<file path="config.mk">
export PLATFORM = sky130hd
export DESIGN_NAME = counter_b4_core
export DESIGN_NICKNAME = d
export VERILOG_FILES = /design/src/rtl/counter_b4_core_pkg.sv /design/src/rtl/counter_b4_next.sv /design/src/rtl/counter_b4_core.sv
export SDC_FILE = /design/constraint.sdc
export NUM_CORES = 1
export LEC_CHECK = 0
export ABC_AREA = 1
export BUFFER_PORTS_ARGS = -buffer_cell sky130_fd_sc_hd__clkbuf_2
export CAP_MARGIN = 15
export CORE_AREA = 10 10 47 49
export CTS_BUF_LIST = sky130_fd_sc_hd__clkbuf_16
export DETAILED_ROUTE_END_ITERATION = 6
export DIE_AREA = 0 0 57 59
export GPL_ROUTABILITY_DRIVEN = 0
export PLACE_DENSITY = 0.73
export REMOVE_ABC_BUFFERS = 1
export SYNTH_ARGS = -nofsm -noshare
export SYNTH_HDL_FRONTEND = slang
export SYNTH_SLANG_ARGS = --single-unit
</file>
<file path="constraint.sdc">
create_clock -name b4_clk -period 1.28 [get_ports b4_clk]
set_input_delay 0.064 -clock b4_clk [delete_from_list [all_inputs] [get_ports b4_clk]]
set_output_delay 0.064 -clock b4_clk [all_outputs]
set_load 0.03 [all_outputs]
</file>
<file path="src/rtl/counter_b4_core_pkg.sv">
// Shared mode encodings and width default
// for the 4-bit multi-mode counter.
`ifndef COUNTER_B4_CORE_PKG_SV
`define COUNTER_B4_CORE_PKG_SV
package counter_b4_core_pkg;
  localparam int NBITS_DEF = 4;
  localparam logic [1:0] MODE_UP1  = 2'b00;
  localparam logic [1:0] MODE_DN1  = 2'b01;
  localparam logic [1:0] MODE_DN3  = 2'b10;
  localparam logic [1:0] MODE_LOAD = 2'b11;
endpackage
`endif

</file>
<file path="src/rtl/counter_b4_next.sv">
// Combinational next-state function,
// shared with structural models and checkers.
import counter_b4_core_pkg::*;

module counter_b4_next #(
  parameter int NBITS   = NBITS_DEF,
  parameter int STEP_DN = 3
) (
  input  logic [NBITS-1:0] i_q,
  input  logic [1:0]       i_mode,
  input  logic [NBITS-1:0] i_d,
  output logic [NBITS-1:0] o_next_q,
  output logic             o_next_rco,
  output logic             o_next_load
);
  localparam logic [NBITS-1:0] W_STEP = NBITS'(STEP_DN);
  localparam logic [NBITS-1:0] W_MAX  = {NBITS{1'b1}};

  always_comb begin
    o_next_q    = {NBITS{1'bx}};
    o_next_rco  = 1'bx;
    o_next_load = 1'bx;
    case (i_mode)
      MODE_UP1: begin
        o_next_q    = i_q + 1'b1;
        o_next_rco  = (i_q == W_MAX);
        o_next_load = 1'b0;
      end
      MODE_DN1: begin
        o_next_q    = i_q - 1'b1;
        o_next_rco  = (i_q == '0);
        o_next_load = 1'b0;
      end
      MODE_DN3: begin
        o_next_q    = i_q - W_STEP;
        o_next_rco  = (i_q < W_STEP);
        o_next_load = 1'b0;
      end
      MODE_LOAD: begin
        o_next_q    = i_d;
        o_next_rco  = 1'b0;
        o_next_load = 1'b1;
      end
      // X/Z mode propagates X so bench errors stay visible
      default: begin
        o_next_q    = {NBITS{1'bx}};
        o_next_rco  = 1'bx;
        o_next_load = 1'bx;
      end
    endcase
  end
endmodule

</file>
<file path="src/rtl/counter_b4_core.sv">
// Registered 4-bit multi-mode counter core:
// state, async reset and enable gating.
import counter_b4_core_pkg::*;

module counter_b4_core #(
  parameter int NBITS   = NBITS_DEF,
  parameter int STEP_DN = 3
) (
  input  logic             b4_clk,
  input  logic             b4_reset,
  input  logic             b4_enable,
  input  logic [1:0]       b4_mode,
  input  logic [NBITS-1:0] b4_D,
  output logic [NBITS-1:0] b4_Q,
  output logic             b4_rco,
  output logic             b4_load
);
  logic [NBITS-1:0] w_next_q;
  logic             w_next_rco;
  logic             w_next_load;

  counter_b4_next #(
    .NBITS  (NBITS),
    .STEP_DN(STEP_DN)
  ) u_next (
    .i_q        (b4_Q),
    .i_mode     (b4_mode),
    .i_d        (b4_D),
    .o_next_q   (w_next_q),
    .o_next_rco (w_next_rco),
    .o_next_load(w_next_load)
  );

  always_ff @(posedge b4_clk or posedge b4_reset) begin
    if (b4_reset) begin
      b4_Q    <= '0;
      b4_rco  <= 1'b0;
      b4_load <= 1'b0;
    end else begin
      case (b4_enable)
        1'b1: begin
          b4_Q    <= w_next_q;
          b4_rco  <= w_next_rco;
          b4_load <= w_next_load;
        end
        1'b0: begin
          b4_Q    <= b4_Q;
          b4_rco  <= 1'b0;
          b4_load <= 1'b0;
        end
        default: begin
          b4_Q    <= {NBITS{1'bx}};
          b4_rco  <= 1'bx;
          b4_load <= 1'bx;
        end
      endcase
    end
  end
endmodule

</file>
# Word level (Yosys, flattened, before mapping)
# Index checks and enable logic that the tools add are counted.
# Widths: inputs -> output; s select.
# classes
addsub,3
order_cmp,1
n_eq_ne,4
muxes,6
n_bitwise,1
n_reduce_logical,3
# ops
operator,count
$pmux 4 s4,1
$pmux 1 s2,3
$add 4x1->4 const B,1
$eq 2x2->1 const B,2
$eq 4x4->1 const B,1
$logic_not 4->1,1
$lt 4x2->1 const B,1
$mux 4,1
$pmux 1 s4,1
$sub 4x1->4 const B,1
$sub 4x2->4 const B,1
$reduce_or 3->1,1
$eq 2x1->1 const B,1
$logic_not 2->1,1
$not 1->1,1
# word_totals
register_bits,6
output_inout_bits,6
word_cells,21

# Depth between registers and ports, before layout
# depth
depth_word,4
mapped_depth,11
ltp_nobuf,11

# Hierarchy
# From an unflattened synthesis, not the netlist that was laid out.
# unflattened
cells_unflattened,82
area_unflattened_um2,509.2
# by_module_without_submodules
module,n_inst,cells_per_inst,area_per_inst_um2,seq_area_each_um2
counter_b4_next,1,58,291.5,0.0
counter_b4_core,1,24,217.7,150.1

# Least setup slack after synthesis
# Ideal clock, no wire load.
# synth_timing
path_kind,register to register
from,register b4_Q[1]
to,register b4_Q[2]
arrival_time_ps,1397
required_time_ps,1192
setup_slack_ps,-206
path_stages_with_launch,10
path_buffers,0
path_cell_list,dfrtp_1 nand3_1 nand2_1 inv_2 ha_1 inv_1 nand2_1 nand3_1 nand3_1 a41oi_1
# synth_between
elab_chain_cells,3
word_cells_on_any_way,5
classes_between,add/sub: 3; mux: 2
# synth_lines
item,line,source
start: declaration,counter_b4_core.sv:14,"output logic [NBITS-1:0] b4_Q,"
start signal: assignment,counter_b4_core.sv:42,b4_Q <= w_next_q;
start signal: assignment,counter_b4_core.sv:47,b4_Q <= b4_Q;
start signal: assignment,counter_b4_core.sv:52,b4_Q <= {NBITS{1'bx}};
$sub 4x2->4 (tied with other cells),counter_b4_next.sv:35,o_next_q = i_q - W_STEP;
$pmux 4 s4 (*),counter_b4_next.sv:23,case (i_mode)
$mux 4 (*),counter_b4_core.sv:40,case (b4_enable)
# Every way passes the cells marked *; elsewhere a longest branch is shown, timed or not. The select of a mux whose other input is x is not followed.
# A chain may end at the register's enable or synchronous reset.

# Worst setup path in the final report
# Same ends and word-level chain as after synthesis.

==> metrics <==
global-route wire length before repair=about 2.7 mm; row cnt=14; CTS Buf Count=3; Synth cell types=18; combinational cell fraction of total power=approximately two fifths; Layout fillers=130; CP max FO=4; Nets=117; sequential area share after synthesis=roughly 30%; I/O Buffers=14; initial antenna violation count=0; Syn Area/Cell=slightly below 7 um2; TritonRoute pass-1 iters=4; R2R Setup Slk=-0.006 ns; Crit. End Element=flop; Core Footprint=between 1000 and 1500 um2; Die Y=59 um; cell-internal power=approximately 0.86 mW; max capacitance violation total=0; # setup viols final=1; slew of the pin with the lowest slew margin=0.254 ns; Slew HR=between 80 and 90%; Worst path slowest cell=dfrtp_2; total chip power=1.29 mW; DIE WIDTH=about 57 um; YS warnings=0; worst reg-to-reg path cell count=6; Post-Synthesis Cell Area=~500 um2; depth of the CTS H-tree=1; Clock Path Buffers=2; Initial Utilization=a little over a third; share of cells above drive strength 1=50.5%; VDD IR max=around 0.0014 V; # DRC=0; DPL Wire Length=1.15 mm; worst reg2reg path endpoint=b4_Q[2]; RSZ-0062 raised after global routing=yes; Area growth, synth to finish=67.5%; clock-pin slew on the worst setup and hold paths=about 0.040 ns; hold_sp=b4_D[0]; clock share of power=around 40%; final cycle utilization of the critical path=100%; Hold Violations, Final=0; Worst EP arrival=1.44 ns; TritonCTS clock tree=built; hold path cells=3; fin crit period=1.29 ns; final core occ=approximately 59%; post-synthesis register bit count=6; Max Slew Vio Count=0; ANT nets after route=0; clk root buf=clkbuf_16; Fin Setup TNS=-0.00605 ns; sequential share of power=19.0%; Fmax=778 MHz; total number of vias=601; CP startpoint kind=flop; critical path class=reg2reg; GRT Residual Overflow=0; I/O pins=15; pwr/cell area=around 1600 nW/um2; Cell Area, Placed=roughly 670 um2; switching pwr=between 0.4 and 0.5 mW; Pleak=0.434 nW; GRT Util Overall=10.6%; hold crit path type=in2reg; Net Sw Frac=roughly 34%; Hold Crit Endpoint=b4_Q[0]; cell area after layout=~830 um2; Layout Skew=0.00251 ns; drt initial violations=23; failing checks=setup timing; ant diodes=0; Gate Count Post-Synth=72; largest net degree at the start of global routing=7; Final WS setup=-0.00605 ns; max incr delay on CP=about 0.43 ns; Final Non-Filler Cells=between 100 and 150; CP cell instances=buf_6, ha_2, buf_4, nand2_1, nand3_2, a41oi_2; status=finished with violations; drt total wl=between 1.5 and 2 mm; post-DR wirelength/cell=between 10 and 15 um; Skew-Pair Late Insertion Delay=approximately 0.23 ns; vias per cell=approximately 5; worst path required time=about 1.4 ns; die footprint=3360 um2; vias in the first global route=approximately 610; # clock sinks=6; RR Startpoint=b4_Q[1]; DP Cell Count=roughly 110
==> cell usage after synthesis <==
cell type | n | area, um2
nand2_1 | 14 | 52.6
inv_1 | 11 | 41.3
nand3_1 | 10 | 50.1
dfrtp_1 | 6 | 150
nor2_1 | 6 | 22.5
o21ai_0 | 5 | 25.0
a21oi_1 | 4 | 20.0
ha_1 | 3 | 37.5
nand2_2 | 3 | 18.8
inv_2 | 2 | 7.51
a211oi_1 | 1 | 7.51
a21oi_2 | 1 | 8.76
a31oi_1 | 1 | 6.26
a32oi_1 | 1 | 8.76
a41oi_1 | 1 | 8.76
or2_2 | 1 | 6.26
xor2_1 | 1 | 8.76
xor2_2 | 1 | 16.3
==> flip-flops by register name, summed over array words and instances (netlist names) <==
name,count
b4_Q,4
b4_rco,1
b4_load,1
==> layout by cell type, fill, tap and decap left out, drive strengths merged, types with 2 or more instances in the layout <==
master   n
nand2   17
nor2     6
clkbuf  17
a21oi    5
ha       3
nand3   10
buf     13
inv     13
dfrtp    6
xor2     2
o21ai    5
==> worst max-delay path, delay by kind of cell, from the launching register on <==
| kind | cells | cell delay, ns |
|---|---|---|
| flops | 1 | 0.43 |
| fa+ha+maj | 1 | 0.17 |
| buf+inv | 2 | 0.27 |
| simple gates | 2 | 0.16 |
| compound gates | 1 | 0.18 |
==> routing by layer <==
metal  track usage (%)  wire length [um]
met5                 0                 0
met4              11.1               108
met3              3.86               115
met2              16.3               826
met1              10.5               595
==> cell families (layout without fill, tap and decap cells) <==
kind of cell,count (synthesis),after routing,synth area share [%]
DFF,6,6,30.2
adders and majority gates,3,3,7.56
buffers and inverters,13,44,9.82
and+or+nand+nor,34,34,30.2
xor gates and xnor gates,2,2,5.04
AOI/OAI and AO/OA,14,14,17.1
==> how the worst max path moves through the flow <==
stage,startpoint,to,slack [ns]
floorplan,b4_Q[1],b4_Q[2],-0.21
global placement,b4_Q[1],b4_Q[2],-0.03
detailed placement,b4_Q[1],b4_Q[2],-0.08
CTS,b4_Q[1],b4_Q[2],-0.03
global route,b4_Q[1],b4_Q[2],-0.06
finish,b4_Q[1],b4_Q[2],-0.006
==> per-stage QoR <==
step | hold slack (ns) | worst slack [ns]
4_1_cts | 0.0834 | -0.0301
2_1_floorplan | -0.145 | -0.206
6_report | 0.0816 | -0.00605
3_5_place_dp | -0.0171 | -0.0808
5_1_grt | 0.127 | -0.0619
3_3_place_gp | -0.0254 | -0.0281
==> final cells by class <==
class / count / area, um2 / share of cell area [%]
sequential: 6 / 151 / 18.2
clock buffer: 3 / 75.1 / 9.02
inverter: 13 / 48.8 / 5.86
multi-input combinational: 53 / 352 / 42.3
timing repair buffer: 28 / 185 / 22.3
tap: 16 / 20.0 / 2.41
==> timing repair <==
| item | 4_1_cts | 5_1_grt |
|---|---|---|
| setup buffers | 1 | 1 |
| gates cloned | 0 | 0 |
| pin swaps | 2 | 2 |
| hold buffers | 1 | 0 |
| resized for setup | 7 | 13 |
| endpoints found under the hold margin | 6 | 0 |
| setup endpoints to repair | 2 | 4 |
==> power by group through the flow <==
stage / sequential (mW) / combinational [mW] / clock (mW)
after floorplan: 0.309 / 0.191 / 0
after global placement: 0.243 / 0.430 / 0
after detailed placement: 0.244 / 0.439 / 0
after CTS: 0.241 / 0.491 / 0.528
after global routing: 0.251 / 0.578 / 0.533
final: 0.246 / 0.527 / 0.520
Power figures use the tool's default switching activity.
